File: src/rtl/mem_burst_reader_pkg.sv
// rtl/mem_burst_reader_pkg.sv - shared state enum and default sizing for the burst reader
package mem_burst_reader_pkg;

    localparam int DEF_WIDTH = 8;
    localparam int DEF_DEPTH = 16;

    typedef enum logic [1:0] {
        IDLE = 2'd0,
        SEND = 2'd1,
        DONE = 2'd2
    } state_t;

endpackage

File: src/rtl/mem_word_bank.sv
// rtl/mem_word_bank.sv - DEPTH x WIDTH storage, one write port, one combinational read port
module mem_word_bank #(
    parameter int WIDTH = 8,
    parameter int DEPTH = 16,
    parameter int AW    = $clog2(DEPTH)
) (
    input  logic             i_clk,
    input  logic             i_we,
    input  logic [AW-1:0]    i_wa,
    input  logic [WIDTH-1:0] i_wd,
    input  logic [AW-1:0]    i_ra,
    output logic [WIDTH-1:0] o_rd
);

    logic [WIDTH-1:0] r_mem [DEPTH];

    // No reset: contents survive a controller reset.
    always_ff @(posedge i_clk) begin
        if (i_we) begin
            r_mem[i_wa] <= i_wd;
        end
    end

    // Reads see the pre-edge contents, so a same-edge write is not observed.
    assign o_rd = r_mem[i_ra];

endmodule

File: src/rtl/mem_burst_reader.sv
// rtl/mem_burst_reader.sv - burst read engine over a word bank; MEM_BURST_READER_PARITY_EN adds QP
module mem_burst_reader
    import mem_burst_reader_pkg::*;
#(
    parameter int WIDTH = DEF_WIDTH,
    parameter int DEPTH = DEF_DEPTH,
    parameter int AW    = $clog2(DEPTH),
    parameter int LW    = AW + 1
) (
    input  logic             C,
    input  logic             R,
    input  logic             WE,
    input  logic [AW-1:0]    WA,
    input  logic [WIDTH-1:0] WD,
    input  logic             RQ,
    input  logic [AW-1:0]    RA,
    input  logic [LW-1:0]    RL,
    output logic [WIDTH-1:0] Q,
    output logic             QV,
    input  logic             QR,
`ifdef MEM_BURST_READER_PARITY_EN
    output logic             QP,
`endif
    output logic             BSY,
    output logic             DN
);

    state_t           r_state;
    state_t           w_next_state;
    logic [AW-1:0]    r_ptr;
    logic [LW-1:0]    r_rem;
    logic [WIDTH-1:0] r_q;
    logic             r_qv;
    logic [AW-1:0]    w_rd_addr;
    logic [WIDTH-1:0] w_rd_data;
    logic             w_start;
    logic             w_beat;
    logic             w_last;

    assign w_start   = (r_state == IDLE) && RQ && (RL != '0);
    assign w_beat    = (r_state == SEND) && r_qv && QR;
    assign w_last    = (r_rem == LW'(1));
    // In IDLE the bank is addressed by the request so the first word lands with QV.
    assign w_rd_addr = (r_state == IDLE) ? RA : (r_ptr + AW'(1));

    mem_word_bank #(
        .WIDTH (WIDTH),
        .DEPTH (DEPTH),
        .AW    (AW)
    ) u_bank (
        .i_clk (C),
        .i_we  (WE),
        .i_wa  (WA),
        .i_wd  (WD),
        .i_ra  (w_rd_addr),
        .o_rd  (w_rd_data)
    );

    always_ff @(posedge C) begin
        if (R) begin
            r_state <= IDLE;
        end else begin
            r_state <= w_next_state;
        end
    end

    always_comb begin
        w_next_state = r_state;
        case (r_state)
            IDLE:    if (RQ) w_next_state = (RL != '0) ? SEND : DONE;
            SEND:    if (w_beat && w_last) w_next_state = DONE;
            DONE:    w_next_state = IDLE;
            default: w_next_state = IDLE;
        endcase
    end

    always_comb begin
        BSY = (r_state != IDLE);
        DN  = (r_state == DONE);
    end

    always_ff @(posedge C) begin
        if (R) begin
            r_q   <= '0;
            r_qv  <= 1'b0;
            r_ptr <= '0;
            r_rem <= '0;
        end else if (w_start) begin
            r_ptr <= RA;
            r_rem <= RL;
            r_q   <= w_rd_data;
            r_qv  <= 1'b1;
        end else if (w_beat) begin
            if (!w_last) begin
                r_ptr <= w_rd_addr;
                r_q   <= w_rd_data;
                r_rem <= r_rem - LW'(1);
            end else begin
                r_qv  <= 1'b0;
                r_rem <= '0;
            end
        end
    end

    assign Q  = r_q;
    assign QV = r_qv;

`ifdef MEM_BURST_READER_PARITY_EN
    logic r_qp;

    always_ff @(posedge C) begin
        if (R) begin
            r_qp <= 1'b0;
        end else if (w_start || (w_beat && !w_last)) begin
            r_qp <= ^w_rd_data;
        end
    end

    assign QP = r_qp;
`endif

endmodule
File: config.mk
export PLATFORM = sky130hd
export DESIGN_NAME = mem_burst_reader
export DESIGN_NICKNAME = d
export VERILOG_FILES = /design/src/rtl/mem_burst_reader_pkg.sv /design/src/rtl/mem_word_bank.sv /design/src/rtl/mem_burst_reader.sv
export SDC_FILE = /design/constraint.sdc
export NUM_CORES = 1
export LEC_CHECK = 0
export CAP_MARGIN = 20
export CORE_ASPECT_RATIO = 1.25
export CORE_MARGIN = 8
export CORE_UTILIZATION = 60
export CTS_CLUSTER_DIAMETER = 60
export DETAILED_ROUTE_END_ITERATION = 12
export PLACE_DENSITY = 0.82
export SLEW_MARGIN = 20
export SYNTH_ARGS = -nofsm -noshare
export SYNTH_HDL_FRONTEND = slang
export SYNTH_HIERARCHICAL = 1
export SYNTH_SLANG_ARGS = --single-unit
File: constraint.sdc
create_clock -name C -period 4.2 [get_ports C]
set_input_delay 0.84 -clock C [delete_from_list [all_inputs] [get_ports C]]
set_output_delay 0.84 -clock C [all_outputs]
set_load 0.01 [all_outputs]
==> Yosys cells after proc, flatten, opt, wreduce, memory -nomap -nowiden <==
Memories as Yosys holds them, arrays and structs flattened.
Cells that the tools add are included.
{ "word_totals": {"memories": 1, "in_bits": 26, "out_inout_bits": 11, "ram_bits": 128, "wordCells": 46, "ff_bits": 20} }
{ "op_classes": {"n_eq_ne": 6, "addsub": 2, "n_mux": 19, "n_reduce_logical": 13} }
{ "memory_table": {"columns": ["memory", "depth", "word_bits", "rd", "rd_clocked_by_memory_dff", "wr", "line_no", "text"], "rows": [
  ["u_bank.r_mem", 16, 8, 1, 0, 1, "mem_word_bank.sv:15", "logic [WIDTH-1:0] r_mem [DEPTH];"]
]} }
{ "ops": {"columns": ["op", "count"], "rows": [
  ["$mux 8", 3],
  ["$mux 4", 4],
  ["$mux 5", 3],
  ["$mux 2", 3],
  ["$reduce_and 2->1", 3],
  ["$reduce_bool 2->1", 3],
  ["$eq 5x1->1 const B", 1],
  ["$logic_and 1x1->1", 5],
  ["$mux 1", 5],
  ["$reduce_bool 5->1", 1],
  ["$sub 5x1->5 const B", 1],
  ["$add 4x1->4 const B", 1],
  ["$ne 2x2->1 const B", 2],
  ["$pmux 2 s2", 1],
  ["$eq 2x1->1 const B", 1],
  ["$eq 2x2->1 const B", 1],
  ["$logic_not 2->1", 1],
  ["$ne 2x1->1 const B", 1]
]} }

==> Longest topological paths before layout <==
Gate-level depths: netlist of the first run.
{ "depth": {"ltp_word": 6, "ltp_mapped": 11} }

==> Hierarchy <==
Netlist of the first run, hierarchy kept.
{ "modules_own_cells": {"columns": ["mod", "instances", "cells_per_inst", "seq_area_each_um2", "area_each_um2"], "rows": [
  ["mem_word_bank", 1, 221, 3843.7, 4987.3],
  ["mem_burst_reader", 1, 126, 400.4, 1059.8]
]} }

==> Worst setup path after synthesis of the first run <==
OpenSTA, ideal clock, no wires.
{ "synth_timing": {"kind": "input port to flip-flop", "from": "input port WA[2]", "to": "memory u_bank.r_mem[0][0] (enable)", "n_path_buf": 0, "path_slack_ps": 1867, "required_ps": 3817, "path_stages": 2, "setup_ps": 383, "arrival_ps": 1950, "cell_sequence": "or3b_2 -> nor3_1"} }
{ "synth_rtl": {"columns": ["element", "line_no", "text"], "rows": [
  ["from (decl)", "mem_burst_reader.sv:13", "input logic [AW-1:0] WA,"],
  ["to (decl)", "mem_word_bank.sv:15", null]
]} }
No word-level cell before the write port.

==> Worst setup path after layout of the first run <==
{ "layout_timing": {"from": "input port RA[0]", "to": "register r_q[2], in the netlist Q[2]"} }
{ "layout_via": {"elab_chain_cells": 5} }
{ "layout_rtl": {"columns": ["element", "line_no", "text"], "rows": [
  ["from (decl)", "mem_burst_reader.sv:16", "input logic [AW-1:0] RA,"],
  ["$mux 4 *", "mem_burst_reader.sv:44", "assign w_rd_addr = (r_state == IDLE) ? RA : (r_ptr + AW'(1));"],
  ["net w_rd_addr[0]", "mem_burst_reader.sv:34", "logic [AW-1:0] w_rd_addr;"],
  ["$mem_v2 16x8 *", null, null],
  ["net w_rd_data[2]", "mem_burst_reader.sv:35", "logic [WIDTH-1:0] w_rd_data;"],
  ["$mux 8", "mem_burst_reader.sv:94", "if (!w_last) begin"],
  ["$mux 8", "mem_burst_reader.sv:93", "end else if (w_beat) begin"],
  ["$mux 8 *", "mem_burst_reader.sv:88", "end else if (w_start) begin"],
  ["to (signal assigned)", "mem_burst_reader.sv:91", "r_q <= w_rd_data;"],
  ["to (signal assigned)", "mem_burst_reader.sv:96", "r_q <= w_rd_data;"],
  ["to (decl)", "mem_burst_reader.sv:32", "logic [WIDTH-1:0] r_q;"]
]} }
Mark *: on every way through the listed nets, which the timed path passes. The rest lies on a longest branch. The select of a mux whose other input is x is not followed.
A chain may end at the register's enable or synchronous reset.

==> results_dict.tcl, run 1 <==
set metrics [dict create \
    worstMarginPinSlew_ns 1.00 \
    synthTopCellsByCount "edfxtp_1, dfxtp_1, a22oi_1, mux4_2, nand2_1" \
    die_y_um 128 \
    yosysTopAreaCellShare_pct 63.6 \
    end_kind "register" \
    h-tree-depth 4 \
    cp-start-kind "input port" \
    startpoint "RA[0]" \
    syn_avg_cell_area_um2 17.4 \
    cts_max_path_buffers 2 \
    fin_nets 417 \
    worst_slack_ns 1.07 \
    r2r-start "r_state[0]" \
    period_needed_ns 3.13 \
    tns_ns 0 \
    grt_pass1_vias 3572 \
    syn_inst 347 \
    p_per_area_nw_per_um2 490 \
    run_status "completed" \
    min_path_type "register to register" \
    yosys_warnings 6 \
    drv_slew 0 \
    drt_iter0_drc 278 \
    grt_max_degree 34 \
    max_freq_mhz 319 \
    wire_per_inst_um 23.5 \
    cap_violations 0 \
    place.gp.congestion 0.860 \
    ir_drop_mv 0.479 \
    cts_tree "yes" \
    port_buffers 36 \
    synth_enable_flop_cells 128 \
    drive_above_1_share_pct 14.0 \
    grt_use_total_pct 19.3 \
    syn2layout_area_growth_pct 16.7 \
    yosysMostFrequentCell "edfxtp_1" \
    coreArea_um2 9950 \
    synth_area_um2 6050 \
    yosysSeqAreaShare_pct 70.2 \
    cts_hold_buf 0 \
    netlist.top_cell.by_area "edfxtp_1" \
    ys_ff_latch 148 \
    via_per_inst 6.44 \
    hold_start "Q[0]" \
    die-area_um2 13600 \
    num_vias 3408 \
    path_max_fanout 20 \
    fin_worst_skew_ns 0.00384 \
    hold_violations 0 \
    path_clk_slew_ns 0.06 \
    finalSetupViolCount 0 \
    drt_pass1_iterations 5 \
    synth_flop_cell "edfxtp_1" \
    start_util_pct 60.8 \
    fp.dieW_um 106 \
    synth_cell_type_count 49 \
    n_antenna_cell 0 \
    io_pins 37 \
    rows 41 \
    hpwl_mm 8.11 \
    crit_type "input port to register" \
    post_cts_buffers 0 \
    grt_overflow 0 \
    required_ns 4.45 \
    post_cts_resized 0 \
    grt_pass1_wl_mm 19.8 \
    max_slew_margin_pct 33.1 \
    wirelength_mm 12.4 \
    cts-buffers-inserted 17 \
    rsz0062_at_grt "no" \
    crit_arrival_ns 3.39 \
    dp_slack_ns 0.719 \
    finalCritPeriodShare_pct 74.6 \
    totalPowerFinal_mw 3.46 \
    p_leak_nw 2.31 \
    route.detailed.drc 0 \
    numClockSinks 148 \
    antenna_found_initial 0 \
    ant_nets 0 \
    worstSkewPairLatency_ns 0.41 \
    synthesis.nets 376 \
    synthArstFlopShare_pct 0 \
    ys_top_cells_by_area "edfxtp_1, mux4_2, dfxtp_1, mux4_1, a22oi_1" \
    root_buffer "clkbuf_16" \
]
-- state kept, by name, indices dropped and copies added (netlist names) --
name and count:
r_ptr 4, r_rem 5, QV 1, r_state 2, u_bank/r_mem 128, Q 8
-- worst max-delay path, stage by stage --
cell	delay, ns
clkdlybuf4s50_1	0.53
nand2_1	0.11
o21ai_4	0.36
buf_4	0.40
mux4_1	0.62
a22oi_1	0.23
nand2_1	0.08
o21ai_0	0.11
a21oi_1	0.11
-- report_power, final --
part | internal (mW) | total [mW] | leakage (nW) | switching (mW)
Sequential | 1.64 | 1.66 | 1.32 | 0.0238
Clock | 0.916 | 1.46 | 0.269 | 0.541
Combinational | 0.159 | 0.336 | 0.718 | 0.177
Total | 2.72 | 3.46 | 2.31 | 0.742
-- worst paths after layout --
path,cells past startpoint,end,slack [ns]
max,9,Q[2],1.07
min,2,Q[0],0.47
max reg2reg,8,Q[2],1.13
min reg2reg,2,Q[0],0.47
-- through the flow --
step / instance area, um2 / hold WS [ns] / instances / util (%)
2_1_floorplan: 6050 / 0.465 / 347 / -
3_3_place_gp: 6480 / 0.463 / 498 / 65.1
3_5_place_dp: 6480 / 0.464 / 498 / 65.1
4_1_cts: 7050 / 0.470 / 529 / 70.9
5_1_grt: 7050 / 0.505 / 529 / 70.9
6_report: 7050 / 0.475 / 529 / 70.9
-- layout make-up --
| class | count | area (um2) |
|---|---|---|
| multi-input cells | 176 | 1670 |
| clock inverters | 13 | 141 |
| clock buffers | 18 | 429 |
| flip-flops and latches | 148 | 4240 |
| well taps | 129 | 161 |
| inverters | 4 | 15.0 |
| repair buffers | 41 | 398 |
| fillers | 630 | 2900 |
-- metal layers --
metal	GRT usage, %	vias to the layer above	wire length (um)	part of all wire [%]
met5	0	-	0	0
met4	8.46	0	289	2.3
met3	4.93	23	748	6.0
met2	34.0	159	6650	54
met1	21.6	1732	4730	38
li1	-	1494	-	-
-- layout by cell type (no fill, tap or decap), drive strengths merged, types with 4 or more instances in the layout --
cell,netlist,final
a22oi,18,18
nor2,17,17
clkinv,0,7
clkbuf,5,18
edfxtp,128,128
buf,11,5
mux4,32,32
nor3,7,7
nand3,17,17
nand2,18,18
inv,4,4
a21oi,16,16
o21ai,10,10
dfxtp,20,20
clkdlybuf4s50,0,36
-- logic make-up (layout without fill, tap and decap cells) --
group	Yosys count	count (layout)	synth area share, %
adder cells (fa/ha/maj)	3	3	0.621
XOR/XNOR	4	4	0.579
AND/OR/NAND/NOR	78	78	6.75
multiplexers	34	34	13.1
AO/OA/AOI/OAI	57	57	6.27
flip-flops	148	148	70.2
buffers and inverters	23	76	2.46
Note: power is estimated with default switching activity, not from simulation.
==> run 2, diff against run 1 <==
--- a/config.mk
+++ b/config.mk
@@ -8,10 +8,10 @@
 export CAP_MARGIN = 20
 export CORE_ASPECT_RATIO = 1.25
 export CORE_MARGIN = 8
-export CORE_UTILIZATION = 60
+export CORE_UTILIZATION = 53
 export CTS_CLUSTER_DIAMETER = 60
 export DETAILED_ROUTE_END_ITERATION = 12
-export PLACE_DENSITY = 0.82
+export PLACE_DENSITY = 0.77
 export SLEW_MARGIN = 20
 export SYNTH_ARGS = -nofsm -noshare
 export SYNTH_HDL_FRONTEND = slang
==> constraint.sdc (replaced) <==
create_clock -name C -period 2.8 [get_ports C]
set_input_delay 0.56 -clock C [delete_from_list [all_inputs] [get_ports C]]
set_output_delay 0.56 -clock C [all_outputs]
set_load 0.01 [all_outputs]
==> run 2 against run 1 <==
Effect of this change: first-iteration DRC count is 13% lower; die area rose by 11%; final area grew 3.4%; sequential cell count is the same; critical path depth decreased by 1; final cell count increased by 6.8%; largest cell class unchanged.
==> results_dict.tcl, run 2 (synthesis gave the netlist of run 1 again) <==
set metrics [dict create \
    run_status "completed" \
    pwr-share-clk_pct 40.2 \
    crit_buf_inv 1 \
    finalCritPeriodShare_pct 92.2 \
    cts_tree "yes" \
    worstPathCellList "nor2_2, o21ai_4, buf_12, mux4_1, a22oi_1, nand2_1, o21ai_1, a21oi_1" \
    slowest_stage "mux4_1" \
    wirelength_mm 12.8 \
    grt_pass1_vias 3456 \
    ir_drop_mv 0.462 \
    final_cell_mix "edfxtp_1, clkdlybuf4s50_1, buf_4" \
    utilization_pct 65.5 \
    totalPowerFinal_mw 5.10 \
    max_slew_margin_pct 61.3 \
    finalSetupViolCount 0 \
    syn2layout_area_growth_pct 20.6 \
    p_per_area_nw_per_um2 699 \
    drt_iter0_drc 242 \
    worstSkewPairLatency_ns 0.41 \
    cp-start-kind "register" \
    cellInternalPower_mw 3.95 \
    cts_max_path_buffers 2 \
    coreArea_um2 11100 \
    crit_path_max_incr_delay_ns 0.59 \
    worstMarginPinSlew_ns 0.581 \
    start_util_pct 54.3 \
    hpwl_mm 8.48 \
    h-tree-depth 4 \
    path_max_fanout 17 \
    io_pins 37 \
    largest_reg_flops 128 \
    fin_nets 446 \
    rows 43 \
    place.gp.congestion 0.793 \
    wire_per_inst_um 22.6 \
    sw_frac_of_total_pct 22.5 \
    cts-buffers-inserted 17 \
    ant_nets 0 \
    rsz0062_at_grt "no" \
    final_common_cell "edfxtp_1" \
    route.detailed.drc 0 \
    max_freq_mhz 387 \
    post_cts_buffers 0 \
    grt_use_total_pct 17.3 \
    grt_overflow 0 \
    critical_path.top_delay_family "compound AO/OA/AOI/OAI gates" \
    p_leak_nw 2.45 \
    fillers 750 \
    grt_max_degree 20 \
    design_area_um2 7290 \
    die-area_um2 15100 \
    antenna_found_initial 0 \
    fin_worst_skew_ns 0.00581 \
    cap_violations 0 \
    post_cts_resized 0 \
    period_needed_ns 2.58 \
    drive_above_1_share_pct 20.5 \
    fin_hold_ws_ns 0.477 \
    crit_type "register to register" \
    cts_hold_buf 0 \
    path_clk_slew_ns 0.06 \
    numClockSinks 148 \
    num_vias 3460 \
    root_buffer "clkbuf_16" \
    port_buffers 36 \
    drv_slew 0 \
    dpl_cell_area_um2 6750 \
    hold_violations 0 \
    regMostFlops "u_bank/r_mem" \
    worst_slack_ns 0.218 \
    seqPwrFrac_pct 48.9 \
    end_kind "register" \
    n_antenna_cell 0 \
    min_path_type "register to register" \
    crit_arrival_ns 2.88 \
    pwr-share-comb_pct 10.9 \
    switching_power_mw 1.15 \
    fp.dieW_um 112 \
    via_per_inst 6.12 \
    die_y_um 135 \
    dp_slack_ns -0.0196 \
    drt_pass1_iterations 4 \
    grt_pass1_wl_mm 19.5 \
    required_ns 3.09 \
]
## run 2: cell types whose count changed in the layout (fill, tap and decap cells not counted), sizes merged
cell | previous run | this run
clkbuf | 18 | 19
clkinvlp | 3 | 5
clkinv | 7 | 6
buf | 5 | 34
inv | 4 | 5
bufinv | 3 | 1
## run 2: power groups by stage
stage | sequential, mW | combinational [mW] | clock (mW)
5_1_grt | 2.50 | 0.597 | 2.16
6_report | 2.49 | 0.553 | 2.05
4_1_cts | 2.49 | 0.557 | 2.08
3_3_place_gp | 2.54 | 0.536 | 0
3_5_place_dp | 2.54 | 0.548 | 0
2_1_floorplan | 2.53 | 0.337 | 0
## run 2: stage by stage
stage               setup TNS [ns]  instances
floorplan                        0        347
global placement                 0        533
detailed placement         -0.0196        533
CTS                              0        565
global route                     0        565
finish                           0        565
## run 2: area by class of cell
type / instances / area (um2) / share of cell area (%)
Sequential cell: 148 / 4240 / 58.2
Multi-Input combinational cell: 176 / 1670 / 22.8
Timing Repair Buffer: 70 / 653 / 8.96
Clock buffer: 19 / 433 / 5.94
Tap cell: 135 / 169 / 2.32
Clock inverter: 13 / 111 / 1.53
Inverter: 4 / 15.0 / 0.206
## run 2: final timing paths
| check | from | end | slack (ns) | cells after the start |
|---|---|---|---|---|
| worst max-delay path | r_state[1] | Q[5] | 0.22 | 8 |
| worst min-delay path | Q[0] | Q[0] | 0.48 | 2 |
| worst max register to register | r_state[1] | Q[5] | 0.22 | 8 |
| worst min register to register | Q[0] | Q[0] | 0.48 | 2 |
## run 2: routing by layer
metal	up-vias	wire length (um)	track usage (%)
met5	-	0	0
met1	1750	5170	20.1
met3	19	804	4.59
met4	0	201	7.16
met2	127	6580	29.9
li1	1564	-	-
## run 2: tightest hold or removal path, delay by kind of cell (launching register included)
family,cells,cell delay (ns)
AO/OA/AOI/OAI,1,0.06
flip-flops,1,0.31
AND/OR/NAND/NOR,1,0.06
==> run 3, diff against run 2 <==
--- a/config.mk
+++ b/config.mk
@@ -8,10 +8,11 @@
 export CAP_MARGIN = 20
 export CORE_ASPECT_RATIO = 1.25
 export CORE_MARGIN = 8
-export CORE_UTILIZATION = 53
+export CORE_UTILIZATION = 55
+export CTS_BUF_LIST = sky130_fd_sc_hd__clkbuf_4 sky130_fd_sc_hd__clkbuf_8
 export CTS_CLUSTER_DIAMETER = 60
 export DETAILED_ROUTE_END_ITERATION = 12
-export PLACE_DENSITY = 0.77
+export PLACE_DENSITY = 0.8
 export SLEW_MARGIN = 20
 export SYNTH_ARGS = -nofsm -noshare
 export SYNTH_HDL_FRONTEND = slang
==> run 3 against run 2 <==
Effect of this change: global-route usage up 0.057 points; routed wire length down 5.4%; first-iteration DRC count down 12%; non-clock buffer count up 1; power down 5.2%.
==> results_dict.tcl, run 3 (synthesis gave the netlist of run 1 again) <==
set metrics [dict create \
    ant_nets 0 \
    route.detailed.drc 0 \
    die-area_um2 14600 \
    regMostFlops "u_bank/r_mem" \
    worstPathCellList "nor2_2, nand2_1, o21ai_4, buf_12, mux4_1, a22oi_1, nand2_1, o21ai_0, a21oi_1" \
    grt_pass1_wl_mm 18.7 \
    wire_per_inst_um 21.3 \
    max_freq_mhz 391 \
    coreArea_um2 10900 \
    antenna_found_initial 0 \
    critPathMostFrequentCell "nand2_1" \
    n_antenna_cell 0 \
    finalSetupViolCount 0 \
    fin_nets 447 \
    cts-buffers-inserted 17 \
    fin_worst_skew_ns 0.00848 \
    fillers 751 \
    port_buffers 36 \
    design_area_um2 7180 \
    cap_violations 0 \
    critical_path.top_delay_family "simple AND/OR/NAND/NOR gates" \
    slowest_stage "mux4_1" \
    crit_type "register to register" \
    place.gp.congestion 0.840 \
    grt_max_degree 34 \
    finalCritPeriodShare_pct 91.3 \
    cts_max_path_buffers 2 \
    numClockSinks 148 \
    drt_pass1_iterations 4 \
    p_leak_nw 2.43 \
    ir_drop_mv 0.583 \
    path_clk_slew_ns 0.08 \
    worstMarginPinSlew_ns 0.523 \
    syn2layout_area_growth_pct 18.8 \
    dpl_cell_area_um2 6740 \
    num_vias 3410 \
    run_status "completed" \
    utilization_pct 65.8 \
    period_needed_ns 2.56 \
    path_max_fanout 19 \
    tns_ns 0 \
    required_ns 3.12 \
    drive_above_1_share_pct 21.1 \
    largest_reg_flops 128 \
    hpwl_mm 8.58 \
    grt_pass1_vias 3434 \
    wirelength_mm 12.1 \
    io_pins 37 \
    crit_buf_inv 1 \
    via_per_inst 6.02 \
    rsz0062_at_grt "no" \
    post_cts_resized 0 \
    cts_tree "yes" \
    crit_arrival_ns 2.88 \
    die_y_um 133 \
    root_buffer "clkbuf_8" \
    fp.dieW_um 110 \
    min_path_type "register to register" \
    h-tree-depth 4 \
    totalPowerFinal_mw 4.83 \
    max_slew_margin_pct 65.0 \
    rows 43 \
    post_cts_buffers 0 \
    grt_overflow 0 \
    drv_slew 0 \
    end_kind "register" \
    grt_use_total_pct 17.3 \
    final_cell_mix "edfxtp_1, clkdlybuf4s50_1, buf_4" \
    worstSkewPairLatency_ns 0.44 \
    cp-start-kind "register" \
    multiInputGateArea_um2 1670 \
    final_common_cell "edfxtp_1" \
    cts_hold_buf 0 \
    seqCellArea_um2 4240 \
    crit_path_max_incr_delay_ns 0.58 \
    drt_iter0_drc 213 \
    hold_violations 0 \
    start_util_pct 55.4 \
    p_per_area_nw_per_um2 673 \
]
==> run 3: area by class of cell <==
cell class / count / share of cell area, %
multi-input combinational: 176 / 23.2
sequential: 148 / 59.1
clock inverter: 12 / 2.58
clock buffer: 20 / 3.57
timing repair buffer: 71 / 9.02
inverter: 4 / 0.209
tap: 135 / 2.35
==> run 3: worst min-delay path, stage by stage, from the launching register on <==
cell and delay (ns):
dfxtp_1 0.32, nand3_1 0.06, a21oi_1 0.05
==> run 3: stage by stage <==
step / std cells / setup slack (ns) / hold WS (ns)
after floorplan: 347 / 0.577 / 0.465
after global placement: 534 / 0.0861 / 0.467
after detailed placement: 534 / 0.0463 / 0.471
after CTS: 566 / 0.252 / 0.481
after global routing: 566 / 0.102 / 0.498
final: 566 / 0.244 / 0.473
==> run 3: per-layer routing <==
metal	GRT usage [%]	vias to the layer above	wire length (um)
met1	19.6	1711	4720
li1	-	1554	-
met4	7.90	0	303
met5	0	-	0
met2	28.9	128	6300
met3	5.51	17	738
==> run 3: worst paths after layout <==
| path | startpoint | endpoint | slack, ns | cells past startpoint |
|---|---|---|---|---|
| worst min register to register | Q[5] | Q[5] | 0.47 | 2 |
| worst max register to register | r_state[0] | Q[3] | 0.24 | 9 |
| worst max-delay path | r_state[0] | Q[3] | 0.24 | 9 |
| worst min-delay path | Q[5] | Q[5] | 0.47 | 2 |
==> run 3: power breakdown <==
group	total (mW)	switching, mW	internal [mW]	leakage [nW]
combinational	0.538	0.266	0.272	0.882
sequential	2.49	0.0350	2.46	1.32
clock	1.80	0.726	1.08	0.226
total	4.83	1.03	3.81	2.43
